==> config.mk <==
export PLATFORM = sky130hd
export DESIGN_NAME = flash_pp_host
export DESIGN_NICKNAME = d
export VERILOG_FILES = /design/src/rtl/flash_pp_pkg.sv /design/src/rtl/flash_pp_strobe.sv /design/src/rtl/flash_pp_host.sv
export SDC_FILE = /design/constraint.sdc
export NUM_CORES = 1
export LEC_CHECK = 0
export ABC_AREA = 1
export BUFFER_PORTS_ARGS = -buffer_cell sky130_fd_sc_hd__buf_2
export CORE_UTILIZATION = 30
export DETAILED_ROUTE_END_ITERATION = 8
export GPL_TIMING_DRIVEN = 0
export HOLD_SLACK_MARGIN = 0.15
export PLACE_DENSITY = 0.48
export SYNTH_ARGS = -nofsm -noshare
export SYNTH_HDL_FRONTEND = slang
export SYNTH_HIERARCHICAL = 1
export SYNTH_SLANG_ARGS = --single-unit
==> constraint.sdc <==
create_clock -name clk -period 3.4 [get_ports clk]
set_input_delay 0.68 -clock clk [delete_from_list [all_inputs] [get_ports clk]]
set_output_delay 0.68 -clock clk [all_outputs]
set_load 0.05 [all_outputs]
==> src/rtl/flash_pp_pkg.sv <==
// Shared types and constants for the parallel-programming flash host.
// Optional RDY timeout is enabled by defining PP_TIMEOUT_EN.
package flash_pp_pkg;

    typedef enum logic [3:0] {
        ST_IDLE,
        ST_CMD,
        ST_ADDR_H,
        ST_ADDR_L,
        ST_DATA_L,
        ST_DATA_H,
        ST_WR_PULSE,
        ST_WAIT_RDY,
        ST_RD_L,
        ST_RD_H,
        ST_RESP
    } state_t;

    typedef enum logic [1:0] {
        OP_NOP   = 2'b00,
        OP_ERASE = 2'b01,
        OP_WRITE = 2'b10,
        OP_READ  = 2'b11
    } op_t;

    localparam logic [1:0] XA_ADDR = 2'b00;
    localparam logic [1:0] XA_DATA = 2'b01;
    localparam logic [1:0] XA_CMD  = 2'b10;

    localparam logic [7:0] CMD_NOP         = 8'h00;
    localparam logic [7:0] CMD_CHIP_ERASE  = 8'h80;
    localparam logic [7:0] CMD_WRITE_FLASH = 8'h10;
    localparam logic [7:0] CMD_READ_FLASH  = 8'h02;

    // last_cmd carries a 9th bit so "no command loaded" never aliases a real byte.
    localparam logic [8:0] LAST_NONE = 9'h100;

    function automatic logic [7:0] op_cmd(input op_t op);
        case (op)
            OP_ERASE: op_cmd = CMD_CHIP_ERASE;
            OP_WRITE: op_cmd = CMD_WRITE_FLASH;
            OP_READ:  op_cmd = CMD_READ_FLASH;
            default:  op_cmd = CMD_NOP;
        endcase
    endfunction

endpackage

==> src/rtl/flash_pp_strobe.sv <==
// Setup / XTAL1 strobe / hold timing for one flash load; done pulses in the hold cycle.
module flash_pp_strobe
    import flash_pp_pkg::*;
#(
    parameter int XTAL_HI = 2
) (
    input  logic clk,
    input  logic rst,
    input  logic go,
    output logic xtal1,
    output logic done
);

    localparam logic [7:0] HOLD_CNT = 8'(XTAL_HI + 1);

    logic [7:0] cnt_q, cnt_d;
    logic       xtal1_q, xtal1_d;

    always_comb begin
        done    = go && (cnt_q == HOLD_CNT);
        cnt_d   = (go && !done) ? cnt_q + 8'd1 : '0;
        xtal1_d = go && (cnt_d != '0) && (cnt_d <= 8'(XTAL_HI));
    end

    always_ff @(posedge clk or posedge rst) begin
        if (rst) begin
            cnt_q   <= '0;
            xtal1_q <= 1'b0;
        end else begin
            cnt_q   <= cnt_d;
            xtal1_q <= xtal1_d;
        end
    end

    assign xtal1 = xtal1_q;

endmodule

==> src/rtl/flash_pp_host.sv <==
// Parallel-programming flash host: erase, page write, word read over XA/BS1/XTAL1 strobes.
// Define PP_TIMEOUT_EN to bound the RDY wait and raise the sticky err flag.
module flash_pp_host
    import flash_pp_pkg::*;
#(
    parameter int XTAL_HI     = 2,
    parameter int WR_LO       = 2,
    parameter int TIMEOUT_CYC = 65535
) (
    input  logic        clk,
    input  logic        rst,
    input  logic        req_valid,
    output logic        req_ready,
    input  logic [1:0]  req_op,
    input  logic [13:0] req_addr,
    input  logic [15:0] req_wdata,
    input  logic        req_last,
    output logic        rsp_valid,
    output logic [15:0] rsp_rdata,
    output logic        err,
    output logic [1:0]  XA,
    output logic        BS1,
    output logic        XTAL1,
    output logic        WR,
    output logic        OE,
    output logic [7:0]  DATA_out,
    output logic        DATA_oe,
    input  logic [7:0]  DATA_in,
    input  logic        RDY
);

    state_t      state_q, state_d;
    op_t         op_q, op_d;
    logic [13:0] addr_q, addr_d;
    logic [15:0] wdata_q, wdata_d;
    logic        last_q, last_d;
    logic [8:0]  last_cmd_q, last_cmd_d;
    logic [7:0]  cyc_q, cyc_d;
    logic        wait_lo_q, wait_lo_d;
    logic [15:0] rdata_q, rdata_d;
    logic        rsp_valid_q, rsp_valid_d;
    logic        ready_en_q, ready_en_d;
    logic [1:0]  xa_q, xa_d;
    logic        bs1_q, bs1_d;
    logic [7:0]  dout_q, dout_d;
    logic        doe_q, doe_d;
    logic        wr_n_q, wr_n_d;
    logic        oe_n_q, oe_n_d;
`ifdef PP_TIMEOUT_EN
    logic        err_q, err_d;
    logic [15:0] to_cnt_q, to_cnt_d;
`endif

    logic load_go, load_done;

    assign load_go = state_q inside {ST_CMD, ST_ADDR_H, ST_ADDR_L, ST_DATA_L, ST_DATA_H};

    flash_pp_strobe #(.XTAL_HI(XTAL_HI)) u_strobe (
        .clk  (clk),
        .rst  (rst),
        .go   (load_go),
        .xtal1(XTAL1),
        .done (load_done)
    );

`ifdef PP_TIMEOUT_EN
    assign err = err_q;
`else
    assign err = 1'b0;
    // Without the timeout feature TIMEOUT_CYC only has to be a legal 16-bit count.
    if (TIMEOUT_CYC < 1 || TIMEOUT_CYC > 65535) begin : g_timeout_cfg_unused
    end
`endif

    assign req_ready = (state_q == ST_IDLE) && ready_en_q && RDY && !err;

    always_comb begin
        state_d     = state_q;
        op_d        = op_q;
        addr_d      = addr_q;
        wdata_d     = wdata_q;
        last_d      = last_q;
        last_cmd_d  = last_cmd_q;
        wait_lo_d   = wait_lo_q;
        rdata_d     = rdata_q;
        ready_en_d  = 1'b1;
`ifdef PP_TIMEOUT_EN
        err_d       = err_q;
        to_cnt_d    = to_cnt_q;
`endif

        case (state_q)
            ST_IDLE: begin
                if (req_valid && req_ready) begin
                    op_d    = op_t'(req_op);
                    addr_d  = req_addr;
                    wdata_d = req_wdata;
                    last_d  = req_last;
                    if (op_t'(req_op) == OP_WRITE && last_cmd_q == {1'b0, CMD_WRITE_FLASH})
                        state_d = ST_ADDR_L;
                    else if (op_t'(req_op) == OP_READ && last_cmd_q == {1'b0, CMD_READ_FLASH})
                        state_d = ST_ADDR_H;
                    else
                        state_d = ST_CMD;
                end
            end
            ST_CMD: begin
                if (load_done) begin
                    last_cmd_d = {1'b0, op_cmd(op_q)};
                    case (op_q)
                        OP_NOP: begin
                            state_d    = ST_IDLE;
                            last_cmd_d = LAST_NONE;
                        end
                        OP_ERASE: state_d = ST_WR_PULSE;
                        OP_WRITE: state_d = ST_ADDR_L;
                        default:  state_d = ST_ADDR_H;
                    endcase
                end
            end
            ST_ADDR_H: if (load_done) state_d = (op_q == OP_READ) ? ST_ADDR_L : ST_WR_PULSE;
            ST_ADDR_L: if (load_done) state_d = (op_q == OP_READ) ? ST_RD_L : ST_DATA_L;
            ST_DATA_L: if (load_done) state_d = ST_DATA_H;
            ST_DATA_H: if (load_done) state_d = last_q ? ST_ADDR_H : ST_IDLE;
            ST_WR_PULSE: if (cyc_q == 8'(WR_LO - 1)) state_d = ST_WAIT_RDY;
            ST_WAIT_RDY: begin
                // Phase 1: let the flash drop RDY (up to 4 cycles); phase 2: wait for it to rise.
                if (wait_lo_q) begin
                    if (!RDY || cyc_q == 8'd3) wait_lo_d = 1'b0;
                end else if (RDY) begin
                    state_d = ST_IDLE;
                    if (op_q == OP_ERASE) last_cmd_d = LAST_NONE;
`ifdef PP_TIMEOUT_EN
                end else if (to_cnt_q == 16'(TIMEOUT_CYC - 1)) begin
                    err_d   = 1'b1;
                    state_d = ST_IDLE;
                end else begin
                    to_cnt_d = to_cnt_q + 16'd1;
`endif
                end
            end
            ST_RD_L: begin
                if (cyc_q == 8'd1) begin
                    rdata_d[7:0] = DATA_in;
                    state_d      = ST_RD_H;
                end
            end
            ST_RD_H: begin
                if (cyc_q == 8'd1) begin
                    rdata_d[15:8] = DATA_in;
                    state_d       = ST_RESP;
                end
            end
            ST_RESP: state_d = ST_IDLE;
            default: state_d = ST_IDLE;
        endcase

        if (state_d != state_q) cyc_d = '0;
        else                    cyc_d = (cyc_q == '1) ? cyc_q : cyc_q + 8'd1;

        if (state_d == ST_WAIT_RDY && state_q != ST_WAIT_RDY) begin
            wait_lo_d = 1'b1;
`ifdef PP_TIMEOUT_EN
            to_cnt_d  = '0;
`endif
        end

        rsp_valid_d = (state_d == ST_RESP);

        // Pins are decoded from the next state so they change together with it.
        xa_d   = XA_ADDR;
        bs1_d  = 1'b0;
        dout_d = '0;
        doe_d  = 1'b0;
        wr_n_d = 1'b1;
        oe_n_d = 1'b1;
        case (state_d)
            ST_CMD:      begin xa_d = XA_CMD; dout_d = op_cmd(op_d); doe_d = 1'b1; end
            ST_ADDR_H:   begin bs1_d = 1'b1; dout_d = {2'b00, addr_d[13:8]}; doe_d = 1'b1; end
            ST_ADDR_L:   begin dout_d = addr_d[7:0]; doe_d = 1'b1; end
            ST_DATA_L:   begin xa_d = XA_DATA; dout_d = wdata_d[7:0]; doe_d = 1'b1; end
            ST_DATA_H:   begin xa_d = XA_DATA; bs1_d = 1'b1; dout_d = wdata_d[15:8]; doe_d = 1'b1; end
            ST_WR_PULSE: wr_n_d = 1'b0;
            ST_RD_L:     oe_n_d = 1'b0;
            ST_RD_H:     begin oe_n_d = 1'b0; bs1_d = 1'b1; end
            default:     ;
        endcase
    end

    always_ff @(posedge clk or posedge rst) begin
        if (rst) begin
            state_q     <= ST_IDLE;
            op_q        <= OP_NOP;
            addr_q      <= '0;
            wdata_q     <= '0;
            last_q      <= 1'b0;
            last_cmd_q  <= LAST_NONE;
            cyc_q       <= '0;
            wait_lo_q   <= 1'b0;
            rdata_q     <= '0;
            rsp_valid_q <= 1'b0;
            ready_en_q  <= 1'b0;
            xa_q        <= XA_ADDR;
            bs1_q       <= 1'b0;
            dout_q      <= '0;
            doe_q       <= 1'b0;
            wr_n_q      <= 1'b1;
            oe_n_q      <= 1'b1;
`ifdef PP_TIMEOUT_EN
            err_q       <= 1'b0;
            to_cnt_q    <= '0;
`endif
        end else begin
            state_q     <= state_d;
            op_q        <= op_d;
            addr_q      <= addr_d;
            wdata_q     <= wdata_d;
            last_q      <= last_d;
            last_cmd_q  <= last_cmd_d;
            cyc_q       <= cyc_d;
            wait_lo_q   <= wait_lo_d;
            rdata_q     <= rdata_d;
            rsp_valid_q <= rsp_valid_d;
            ready_en_q  <= ready_en_d;
            xa_q        <= xa_d;
            bs1_q       <= bs1_d;
            dout_q      <= dout_d;
            doe_q       <= doe_d;
            wr_n_q      <= wr_n_d;
            oe_n_q      <= oe_n_d;
`ifdef PP_TIMEOUT_EN
            err_q       <= err_d;
            to_cnt_q    <= to_cnt_d;
`endif
        end
    end

    assign rsp_valid = rsp_valid_q;
    assign rsp_rdata = rdata_q;
    assign XA        = xa_q;
    assign BS1       = bs1_q;
    assign DATA_out  = dout_q;
    assign DATA_oe   = doe_q;
    assign WR        = wr_n_q;
    assign OE        = oe_n_q;

endmodule

Word level (Yosys, flattened, before mapping)
Index checks and enable logic that the tools add are counted.
Storage, ports and cells
  flip-flop bits (word level): 96
  word-level logic and storage cells: 135
  output and inout bits: 34
  input port bits: 45
Cells by class
  $add $sub $neg: 2
  $lt $le $gt $ge: 1
  reductions and logical operators: 27
  mux-type cells: 45
  equal/unequal tests: 40
Operators with widths (number)
  two-way mux 4 bit: 12
  case mux 8 bit (3 select lines): 2
  two-way mux 9 bit: 5
  case mux 4 bit (10 select lines): 1
  case mux 8 bit (5 select lines): 1
  equality test 4 x 3 -> 1 bit (second input constant): 8
  two-way mux 16 bit: 2
  two-way mux 14 bit: 2
  two-way mux 8 bit: 3
  equality test 4 bit (second input constant): 5
  case mux 9 bit (2 select lines): 1
  adder 8 x 1 -> 8 bit (second input constant): 2
  equality test 4 x 2 -> 1 bit (second input constant): 4
  equality test 8 x 2 -> 1 bit (second input constant): 2
  equality test 2 bit (second input constant): 6
  logical AND 1 bit: 10
  two-way mux 2 bit: 5
  != test 2 bit (second input constant): 5
  equality test 9 x 2 -> 1 bit (second input constant): 1
  equality test 9 x 5 -> 1 bit (second input constant): 1
  case mux 3 bit (3 select lines): 1
  equality test 4 x 1 -> 1 bit (second input constant): 2
  equality test 8 x 1 -> 1 bit (second input constant): 1
  equality test 8 bit (second input constant): 1
  19 further kinds: 32

Depth between registers and ports, before layout
Gate-level depths: netlist of the first run.
  depth after elaboration: 9
  mapped depth: 20
  mapped depth without buffers: 19

Hierarchy
The synthesis of the first run kept the hierarchy.
By module, submodules not included
  flash_pp_host: cells an instance 482, area an instance 3863.7 um^2, instances 1, sequential area each 2055.7 um^2
  flash_pp_strobe: cells an instance 83, area an instance 575.6 um^2, instances 1, sequential area each 225.2 um^2

Least setup slack after synthesis of the first run
OpenSTA, ideal clock, no wires.
  kind: flip-flop to flip-flop
  start point: register state_q[2]
  end point: register dout_q[4], in the netlist DATA_out[4]
  library setup time: 65 ps
  required time: 3335 ps
  path buffers: 2
  clock period less this slack: 2297 ps
  arrival: 2232 ps
  stages on the path, launching flop included: 18
  slack: 1103 ps
  cell sequence: dfrtp_1 -> inv_1 -> nand2_1 -> o21ai_0 -> inv_1 -> nor2_1 -> buf_2 -> inv_1 -> nor2_1 -> nand3_1 -> nand2_1 -> o21ai_0 -> nand3_2 -> buf_6 -> nand3_1 -> nor2_1 -> nand2_1 -> nand2_1
Between the ends
  elaborated cells between the ends (all ways): 43
  those cells by class: eq/ne (17); mux (20); reduce/logical (6)
RTL lines
  start, declared: line flash_pp_host.sv:32  | state_t state_q, state_d;
  start signal, assigned: line flash_pp_host.sv:214  | state_q <= state_d;
  equality test 4 x 1 -> 1 bit (tied with other cells): line flash_pp_host.sv:56  | assign load_go = state_q inside {ST_CMD, ST_ADDR_H, ST_ADDR_L, ST_DATA_L, ST_DATA_H};
  nonzero test 5 bit *: line flash_pp_host.sv:56
  named net load_go: line flash_pp_host.sv:54  | logic load_go, load_done;
  logical AND 1 bit *: line flash_pp_strobe.sv:20  | done = go && (cnt_q == HOLD_CNT);
  named net load_done: line flash_pp_host.sv:54
  two-way mux 4 bit, on equally long branches
  case mux 4 bit (10 select lines) *: line flash_pp_host.sv:92  | case (state_q)
  named net state_d[0]: line flash_pp_host.sv:32
  equality test 4 x 3 -> 1 bit (tied with other cells): line flash_pp_host.sv:177  | case (state_d)
  case mux 8 bit (5 select lines) *: line flash_pp_host.sv:177
  named net dout_d[4]: line flash_pp_host.sv:45  | logic [7:0] dout_q, dout_d;
  end signal, assigned: line flash_pp_host.sv:227  | dout_q <= dout_d;
  end, declared: line flash_pp_host.sv:45
The timed path passes the listed nets; every way through them passes the cells marked *.
A chain may end at the register's enable or synchronous reset.

Final worst setup path of the first run
Same ends and word-level chain as after synthesis.

==> results.json, run 1 <==
{
  "outcome": "finished clean",
  "post-route-min-period_ns": 2.85,
  "synthSimpleGateAreaFrac_pct": 33.5,
  "path_cells": "inv_1, nand2_1, o21ai_0, inv_1, nor2_1, buf_2, inv_1, nor2_1, nand3_1, nand2_1, o21ai_0, nand3_2, buf_6, nand3_1, nor2_1, nand2_1, nand2_1",
  "layout_setup_ws_ns": 0.546,
  "clkLatencyLatePin_ns": 0.35,
  "fin_cells": 843,
  "cts_buffer_depth": 2,
  "drc": 0,
  "crit_path_start": "state_q[2]",
  "place.gp.congestion": 0.808,
  "grt_setup_unrepaired": "false",
  "async_flop_share_pct": 100,
  "root_buffer": "clkbuf_16",
  "synth_top_area_cell": "dfrtp_1",
  "ys_warn_count": 6,
  "synth_fa_ha_area_share_pct": 0.846,
  "clk_pin_slew_ns": 0.06,
  "cp-end-kind": "flip-flop",
  "synth_top_family_by_area": "simple AND/OR/NAND/NOR gates",
  "required_ns": 3.68,
  "ys.flop_type": "dfrtp_1",
  "cpMostUsedCell": "nand2_1",
  "core.rowCount": 44,
  "worstSetupPathType": "reg -> reg",
  "drt-met1-wl_mm": 5.35,
  "slowest_delay_ns": 0.43,
  "place_hpwl_mm": 8.11,
  "synth_fp_nets": 613,
  "holdCritPathClass": "in -> async",
  "design.die.area_um2": 15300,
  "finalMaxSlewViolations": 0,
  "cp-start-kind": "flip-flop",
  "numCtsBuffers": 9,
  "syn_avg_cell_area_um2": 7.86,
  "ys_top_cells_by_area": "dfrtp_1 50%, nand2_1 17%, inv_1 5.7%, nor2_1 4.1%, nand3_1 3.7%",
  "htreeDepth": 3,
  "synth_area_um2": 4440,
  "min_period_over_period_pct": 83.9,
  "wl_met2_mm": 4.99,
  "grt_use_total_pct": 15.0,
  "synthToLayoutAreaGrowth_pct": 21.4,
  "drt-total-wl_mm": 10.9,
  "antenna_found_initial": 0,
  "drt_pre_antenna_iters": 5,
  "worstMarginPinSlew_ns": 0.926,
  "vias": 3774,
  "antennaDiodeCount": 0,
  "synth_compound_area_share_pct": 5.36,
  "io_buffers": 77,
  "pre_cts_ws_ns": 0.580,
  "worstPathMaxFanout": 10,
  "dr.max_layer_used": "met4",
  "cts.sinks": 91,
  "grt_pass1_wl_mm": 17.4,
  "yosysSeqAreaShare_pct": 51.4,
  "yosysUniqueCellTypes": 33,
  "dieHeight_um": 124,
  "max_slew_margin_pct": 37.8,
  "placed_cells": 827,
  "grt_pass1_vias": 3548,
  "postCtsResizedCells": 0,
  "muxShareOfSynthArea_pct": 0.225,
  "setup_viol": 0,
  "ys_seq_elements": 91,
  "grt_max_degree": 50,
  "wl_met3_um": 427,
  "reg2reg_slack_ns": 0.55,
  "synth_most_common_cell": "nand2_1",
  "synth-edff-count": 0,
  "postSynthCellCount": 565,
  "power.density_nw_per_um2": 834,
  "drive_above_1_share_pct": 20.9,
  "initial_utilization_pct": 30.7,
  "total_leakage_power_nw": 2.90,
  "ant_nets": 0,
  "fin_nets": 702,
  "synth_top_area_share_pct": 49.6,
  "reg2reg_depth": 17,
  "crit_slowest_cell": "dfrtp_1",
  "timing.rr.end": "DATA_out[4]",
  "yosys-top-cells-count": "204 x nand2_1, 88 x dfrtp_1, 67 x inv_1",
  "core_area_um2": 14500,
  "finClkSkew_ns": 0.0119,
  "cts_hold_buffers": 0,
  "post_cts_buffers": 0,
  "synth_xor_xnor_area_share_pct": 0.789,
  "cp_data_arrival_time_ns": 3.14,
  "viasPerCell": 4.48,
  "crit-reg2reg-launch": "state_q[2]",
  "overflow": 0,
  "pin_count": 79,
  "cts_tree": "yes",
  "die_w_um": 124,
  "ir_worst_vdd_mv": 0.279,
  "hold_violations": 0,
  "detail_route.wl_per_cell_um": 12.9,
  "drtIter0Drc": 159,
  "cap_violations": 0,
  "fmax_ghz": 0.350
}
## area by class of cell
type,count,area (um^2)
fillers,1551,9090
clock buffers,11,243
inverters,73,277
multi-input cells,388,1810
well taps,184,230
repair buffers,78,413
clock inverters,5,60.1
plain buffers,13,71.3
flip-flops and latches,91,2280
## where the power goes
| group | internal (mW) | total (mW) | leakage (nW) | switching [mW] |
|---|---|---|---|---|
| Sequential | 1.45 | 1.61 | 1.10 | 0.161 |
| Combinational | 0.534 | 1.87 | 1.65 | 1.33 |
| Clock | 0.593 | 1.02 | 0.146 | 0.429 |
## worst max-delay path: cells and delay by family, from the launching register on
kind | cells | cell delay, ns
buf+inv | 5 | 0.77
flops | 1 | 0.43
compound gates | 2 | 0.43
simple gates | 10 | 1.15
## logic make-up (layout without fill, tap and decap cells)
group           Yosys count  count (layout)
simple gates            335             335
flops                    91              91
buf+inv                  86             180
compound gates           43              43
xor+xnor                  4               4
fa+ha+maj                 3               3
other cells               2               2
mux                       1               1
## layout by cell type (no fill, tap or decap), types with 3 or more instances in the layout
cell type	n
nand2_1	204
dfrtp_1	88
buf_2	80
inv_1	66
nor2_1	49
nand3_1	33
o21ai_0	28
nand4_1	18
clkbuf_16	9
nor2_4	8
clkbuf_1	7
inv_2	6
nor2_2	6
nand3_2	5
a21oi_1	5
xor2_1	4
nand2_2	4
dfstp_2	3
nor3_1	3
buf_4	3
o21a_1	3
ha_1	3
## state kept, by name (all words and copies together) (netlist names), 2 cells and up
name            count
XA                  2
op_q                2
DATA_out            8
addr_q             14
state_q             4
last_cmd_q          4
u_strobe/cnt_q      8
wdata_q            16
rsp_rdata          16
cyc_q               8
## per-layer routing
metal	track usage, %	vias to the layer above
li1	-	1935
met5	0	-
met4	5.65	0
met2	23.3	67
met3	3.16	13
met1	20.5	1759
## stage by stage
stage / total power [mW] / area, um^2 / hold WS, ns / utilization, % / TNS [ns]
2_1_floorplan: 3.01 / 4440 / 0.438 / - / 0
5_1_grt: 4.83 / 5390 / 0.348 / 37.2 / 0
6_report: 4.49 / 5390 / 0.338 / 37.2 / 0
3_5_place_dp: 3.51 / 5080 / 0.455 / 35.1 / 0
3_3_place_gp: 3.48 / 5050 / 0.453 / 34.9 / -44.94
4_1_cts: 4.55 / 5390 / 0.336 / 37.2 / 0
## worst max path at each step
| stage | end | slack (ns) | depth (start not counted) |
|---|---|---|---|
| after global placement | rsp_rdata[7] | -0.57 | 2 |
| after global routing | DATA_out[1] | 0.12 | 15 |
| after CTS | BS1 | 0.55 | 15 |
| after floorplan | BS1 | 0.62 | 1 |
| final | DATA_out[4] | 0.55 | 17 |
| after detailed placement | BS1 | 0.58 | 15 |
(Power assumes the default switching activity.)
==> run 2: changes to the inputs <==
Clock period 3.4 ns to 2.95 ns, I/O delays scaled along.
==> run 2 against run 1 <==
  * Combinational power up 20%
  * Largest cell class unchanged
  * Clock power is 15% higher
  * Core utilization is 0.44 points higher
  * Register-to-register slack got worse by 0.23 ns
  * Final cell count up 0.59%
  * Flip-flop and latch count did not move
  * Global-route usage stayed put
  * Total power up 17%
  * Critical path depth down 1
==> results.json, run 2 (synthesis gave the netlist of run 1 again) <==
{
  "design.die.area_um2": 15300,
  "place.gp.congestion": 0.808,
  "hold_violations": 0,
  "slowest_delay_ns": 0.43,
  "path_cells": "inv_1, nand2_1, o21ai_2, inv_1, nor2_1, clkbuf_4, inv_1, nor2_1, nand3_1, nand2_1, o21ai_0, nand3_2, buf_4, nor2_4, a21oi_1, nand3_1",
  "crit_slowest_cell": "dfrtp_1",
  "worstSetupPathType": "reg -> reg",
  "grt_setup_unrepaired": "false",
  "grt_max_degree": 50,
  "dieHeight_um": 124,
  "antenna_found_initial": 0,
  "overflow": 0,
  "place_hpwl_mm": 8.11,
  "pre_cts_ws_ns": 0.130,
  "ant_nets": 0,
  "cts_tree": "yes",
  "regArea_um2": 2280,
  "finish.instance_area_um2": 5450,
  "drt_pre_antenna_iters": 5,
  "path_buf_inv": 5,
  "cp-end-kind": "flip-flop",
  "total_leakage_power_nw": 2.93,
  "outcome": "finished clean",
  "crit-reg2reg-launch": "state_q[2]",
  "detail_route.wl_per_cell_um": 12.9,
  "numCtsBuffers": 9,
  "setup_viol": 0,
  "core.rowCount": 44,
  "power.density_nw_per_um2": 969,
  "clkLatencyLatePin_ns": 0.35,
  "worstPathMaxFanout": 10,
  "layout_commonest_cell": "nand2_1",
  "layout_setup_ws_ns": 0.315,
  "drtIter0Drc": 156,
  "synthToLayoutAreaGrowth_pct": 22.8,
  "clk_pin_slew_ns": 0.06,
  "htreeDepth": 3,
  "grt_pass1_wl_mm": 17.4,
  "required_ns": 3.16,
  "placed_cells": 827,
  "drt-total-wl_mm": 10.9,
  "setup_tns_ns": 0,
  "layout_common_cells": "204 x nand2_1, 88 x dfrtp_1, 79 x buf_2",
  "min_period_over_period_pct": 89.3,
  "fill_cells": 1545,
  "io_buffers": 77,
  "vias": 3798,
  "antennaDiodeCount": 0,
  "place_area_um2": 5080,
  "cp-start-kind": "flip-flop",
  "root_buffer": "clkbuf_16",
  "fmax_ghz": 0.380,
  "core_area_um2": 14500,
  "worstMarginPinSlew_ns": 0.933,
  "fin_nets": 707,
  "cpMostUsedCell": "inv_1",
  "max_slew_margin_pct": 37.4,
  "ir_worst_vdd_mv": 0.320,
  "drc": 0,
  "fin_cells": 848,
  "cp_top_family": "simple AND/OR/NAND/NOR gates",
  "p_total_mw": 5.28,
  "cts_buffer_depth": 2,
  "post-route-min-period_ns": 2.63,
  "grt_use_total_pct": 15.0,
  "holdCritPathClass": "in -> async",
  "cts.sinks": 91,
  "viasPerCell": 4.48,
  "multiInputGateArea_um2": 1820,
  "finClkSkew_ns": 0.0100,
  "cap_violations": 0,
  "pin_count": 79,
  "finalMaxSlewViolations": 0,
  "grt_pass1_vias": 3548,
  "cp_data_arrival_time_ns": 2.84,
  "die_w_um": 124,
  "crit_path_start": "state_q[2]",
  "drive_above_1_share_pct": 21.8,
  "initial_utilization_pct": 30.7
}
==> run 2: cell types whose count changed in the layout (fill, tap and decap cells not counted) <==
cell,before,now
a21boi_1,0,1
nor2_1,49,48
clkbuf_4,0,1
buf_4,3,7
nor2_4,8,9
a21boi_0,2,1
buf_2,80,79
o21ai_2,1,2
buf_12,0,1
o21ai_0,28,27
==> run 2: per-stage QoR <==
step                utilization [%]  hold WS, ns
floorplan                         -        0.418
global placement               34.9        0.453
global route                   37.7        0.258
CTS                            37.2        0.246
finish                         37.7        0.249
detailed placement             35.1        0.455
==> run 2: worst reg2reg max path: cells and delay by family (launching register included) <==
family                 cells  cell delay [ns]
buffers and inverters      5             0.69
flip-flops                 1             0.43
AND/OR/NAND/NOR            8             0.85
AO/OA/AOI/OAI              3             0.53
==> run 2: final cells by class <==
| type | instances | share of cell area, % |
|---|---|---|
| buffer | 13 | 1.35 |
| timing repair buffer | 83 | 8.49 |
| sequential | 91 | 41.8 |
| tap | 184 | 4.22 |
| inverter | 73 | 5.07 |
| multi-input combinational | 388 | 33.5 |
| clock inverter | 5 | 1.10 |
| clock buffer | 11 | 4.45 |
==> run 2: report_power, final <==
part,switching [mW],internal (mW)
Sequential,0.186,1.67
Combinational,1.56,0.691
Clock,0.491,0.683
Total,2.24,3.04
==> run 2: worst paths after layout <==
| path | depth (start not counted) | slack, ns | end |
|---|---|---|---|
| worst max-delay path | 16 | 0.32 | BS1 |
| worst min-delay path | 2 | 0.25 | u_strobe/xtal1 |
| worst max register to register | 16 | 0.32 | BS1 |
| worst min register to register | 2 | 0.47 | wdata_q[13] |
| max in group asynchronous | 3 | 2.01 | last_cmd_q[8] |
| min in group clk | 3 | 0.46 | wdata_q[5] |
==> run 2: timing repair <==
action | 4_1_cts | 5_1_grt
buffers inserted | 0 | 5
setup endpoints to repair | 0 | 19
hold buffers | 0 | 0
gates resized for setup | 0 | 6
==> run 2: per-layer routing <==
metal / part of all wire, % / wire [um] / vias up / track usage, %
li1: - / - / 1950 / -
met1: 49 / 5350 / 1769 / 20.5
met2: 46 / 5000 / 68 / 23.3
met3: 4.2 / 455 / 11 / 3.16
met4: 1.3 / 146 / 0 / 5.65
met5: 0 / 0 / - / 0
==> run 3: changes to the inputs <==
Settings changed: PLACE_DENSITY 0.48 to 0.47.
==> run 3 against run 2 <==
  * Highest routed layer unchanged
  * Register-to-register slack worse by 0.07 ns
  * Final cell count down 0.24%
  * Flip-flop and latch count unchanged
  * Non-clock buffer count down 2
  * Combinational power down 3%
  * Largest cell class unchanged
  * Count of clock-buffer cells in the layout down 1
  * Largest power group unchanged
  * Routed wire length up 0.36%
  * Core utilization down 0.31 points
  * First-iteration DRC count up 67%
  * Sequential power about the same
  * The run now ends with design-rule violations left
==> results.json, run 3 (synthesis gave the netlist of run 1 again) <==
{
  "outcome": "complete, but fails checks",
  "dieHeight_um": 124,
  "worst-path-stages": 15,
  "placed_cells": 827,
  "holdWs_ns": 0.186,
  "path_cells": "ha_1, nand2_1, nor2_1, nand2_1, nor2_1, clkbuf_4, nand2_1, inv_1, nor2_1, nor2_1, nand3_2, nor2_2, buf_4, nand4_1, nand4_1",
  "total_leakage_power_nw": 2.91,
  "finClkSkew_ns": 0.0116,
  "clkLatencyLatePin_ns": 0.35,
  "ant_nets": 0,
  "holdCritPathClass": "in -> async",
  "place_area_um2": 5080,
  "overflow": 0,
  "finalMaxSlewViolations": 0,
  "ir_worst_vdd_mv": 0.529,
  "antenna_found_initial": 0,
  "setup_viol": 0,
  "initial_utilization_pct": 30.7,
  "cts_buffer_depth": 2,
  "path_buf_inv": 3,
  "cp-end-kind": "flip-flop",
  "p_total_mw": 5.19,
  "core_area_um2": 14500,
  "layout_commonest_cell": "nand2_1",
  "drc": 1,
  "grt_use_total_pct": 16.0,
  "cp_top_family": "simple AND/OR/NAND/NOR gates",
  "place_hpwl_mm": 7.99,
  "drt-total-wl_mm": 11.0,
  "hold_violations": 0,
  "layout_common_cells": "204 x nand2_1, 88 x dfrtp_1, 79 x buf_2",
  "antennaDiodeCount": 0,
  "max_slew_margin_pct": 35.9,
  "core.rowCount": 44,
  "viasPerCell": 4.53,
  "crit-reg2reg-launch": "u_strobe/cnt_q[0]",
  "reg2reg_depth": 15,
  "numCtsBuffers": 9,
  "crit_slowest_cell": "dfrtp_1",
  "pin_count": 79,
  "min_period_over_period_pct": 91.8,
  "cp-start-kind": "flip-flop",
  "power.density_nw_per_um2": 961,
  "post-route-min-period_ns": 2.71,
  "drtIter0Drc": 261,
  "grt_pass1_vias": 3724,
  "grt_max_degree": 68,
  "cap_violations": 0,
  "drive_above_1_share_pct": 21.5,
  "final_util_pct": 37.3,
  "required_ns": 3.22,
  "detail_route.wl_per_cell_um": 13.0,
  "slowest_delay_ns": 0.41,
  "worstSetupPathType": "reg -> reg",
  "fin_cells": 846,
  "worstPathMaxFanout": 10,
  "crit_path_start": "u_strobe/cnt_q[0]",
  "cts.sinks": 91,
  "fin_nets": 705,
  "vias": 3832,
  "worstMarginPinSlew_ns": 0.955,
  "drt_pre_antenna_iters": 7,
  "cts_hold_buffers": 0,
  "cp_data_arrival_time_ns": 2.98,
  "clk_pin_slew_ns": 0.07,
  "fmax_ghz": 0.369,
  "grt_pass1_wl_mm": 18.7,
  "design.die.area_um2": 15300,
  "finish.instance_area_um2": 5410,
  "io_buffers": 77,
  "root_buffer": "clkbuf_16",
  "violations": "design-rule violations",
  "cts_tree": "yes",
  "htreeDepth": 3,
  "cpMostUsedCell": "nor2_1",
  "synthToLayoutAreaGrowth_pct": 21.8,
  "die_w_um": 124,
  "place.gp.congestion": 0.876
}
[run 3: what timing repair did]
action	in CTS	in global routing
buffers inserted	0	3
gates resized for setup	0	3
endpoints found under the setup margin	0	19
hold endpoints to repair	0	0
[run 3: layout make-up]
type                            instances  area (um^2)
Inverter                               73          277
Buffer                                 13         73.8
Fill cell                            1553         9070
Clock inverter                          6         65.1
Timing Repair Buffer                   81          435
Multi-Input combinational cell        388         1820
Clock buffer                           10          229
Tap cell                              184          230
Sequential cell                        91         2280
[run 3: final timing paths]
kind / to / slack [ns]
min: addr_q[4] / 0.19
max: DATA_out[3] / 0.24
min reg2reg: wdata_q[2] / 0.47
min in group clk: last_q / 0.45
max in group asynchronous: last_cmd_q[8] / 2.13
max reg2reg: DATA_out[3] / 0.24
[run 3: per-layer routing]
metal	vias up	global-route usage, %	share of wire [%]
met1	1796	21.8	48
met4	0	5.65	1.6
li1	1947	-	-
met3	9	3.89	4.4
met5	-	0	0
met2	80	24.6	46
[run 3: through the flow]
stage	setup TNS, ns	worst slack [ns]
finish	0	0.242
floorplan	0	0.257
global placement	-73.75	-0.936
CTS	0	0.0762
detailed placement	0	0.107
global route	-0.0210	-0.0106
[run 3: worst register-to-register path, stage by stage, from the launching register on]
cell and delay (ns):
dfrtp_1 0.41, ha_1 0.31, nand2_1 0.08, nor2_1 0.10, nand2_1 0.11, nor2_1 0.11
clkbuf_4 0.20, nand2_1 0.07, inv_1 0.05, nor2_1 0.04, nor2_1 0.15, nand3_2 0.18
nor2_2 0.31, buf_4 0.25, nand4_1 0.15, nand4_1 0.13
[run 3: power by group]
group	internal (mW)	leakage, nW	switching, mW
Combinational	0.651	1.67	1.54
Sequential	1.67	1.10	0.185
Clock	0.658	0.143	0.488
Total	2.98	2.91	2.22
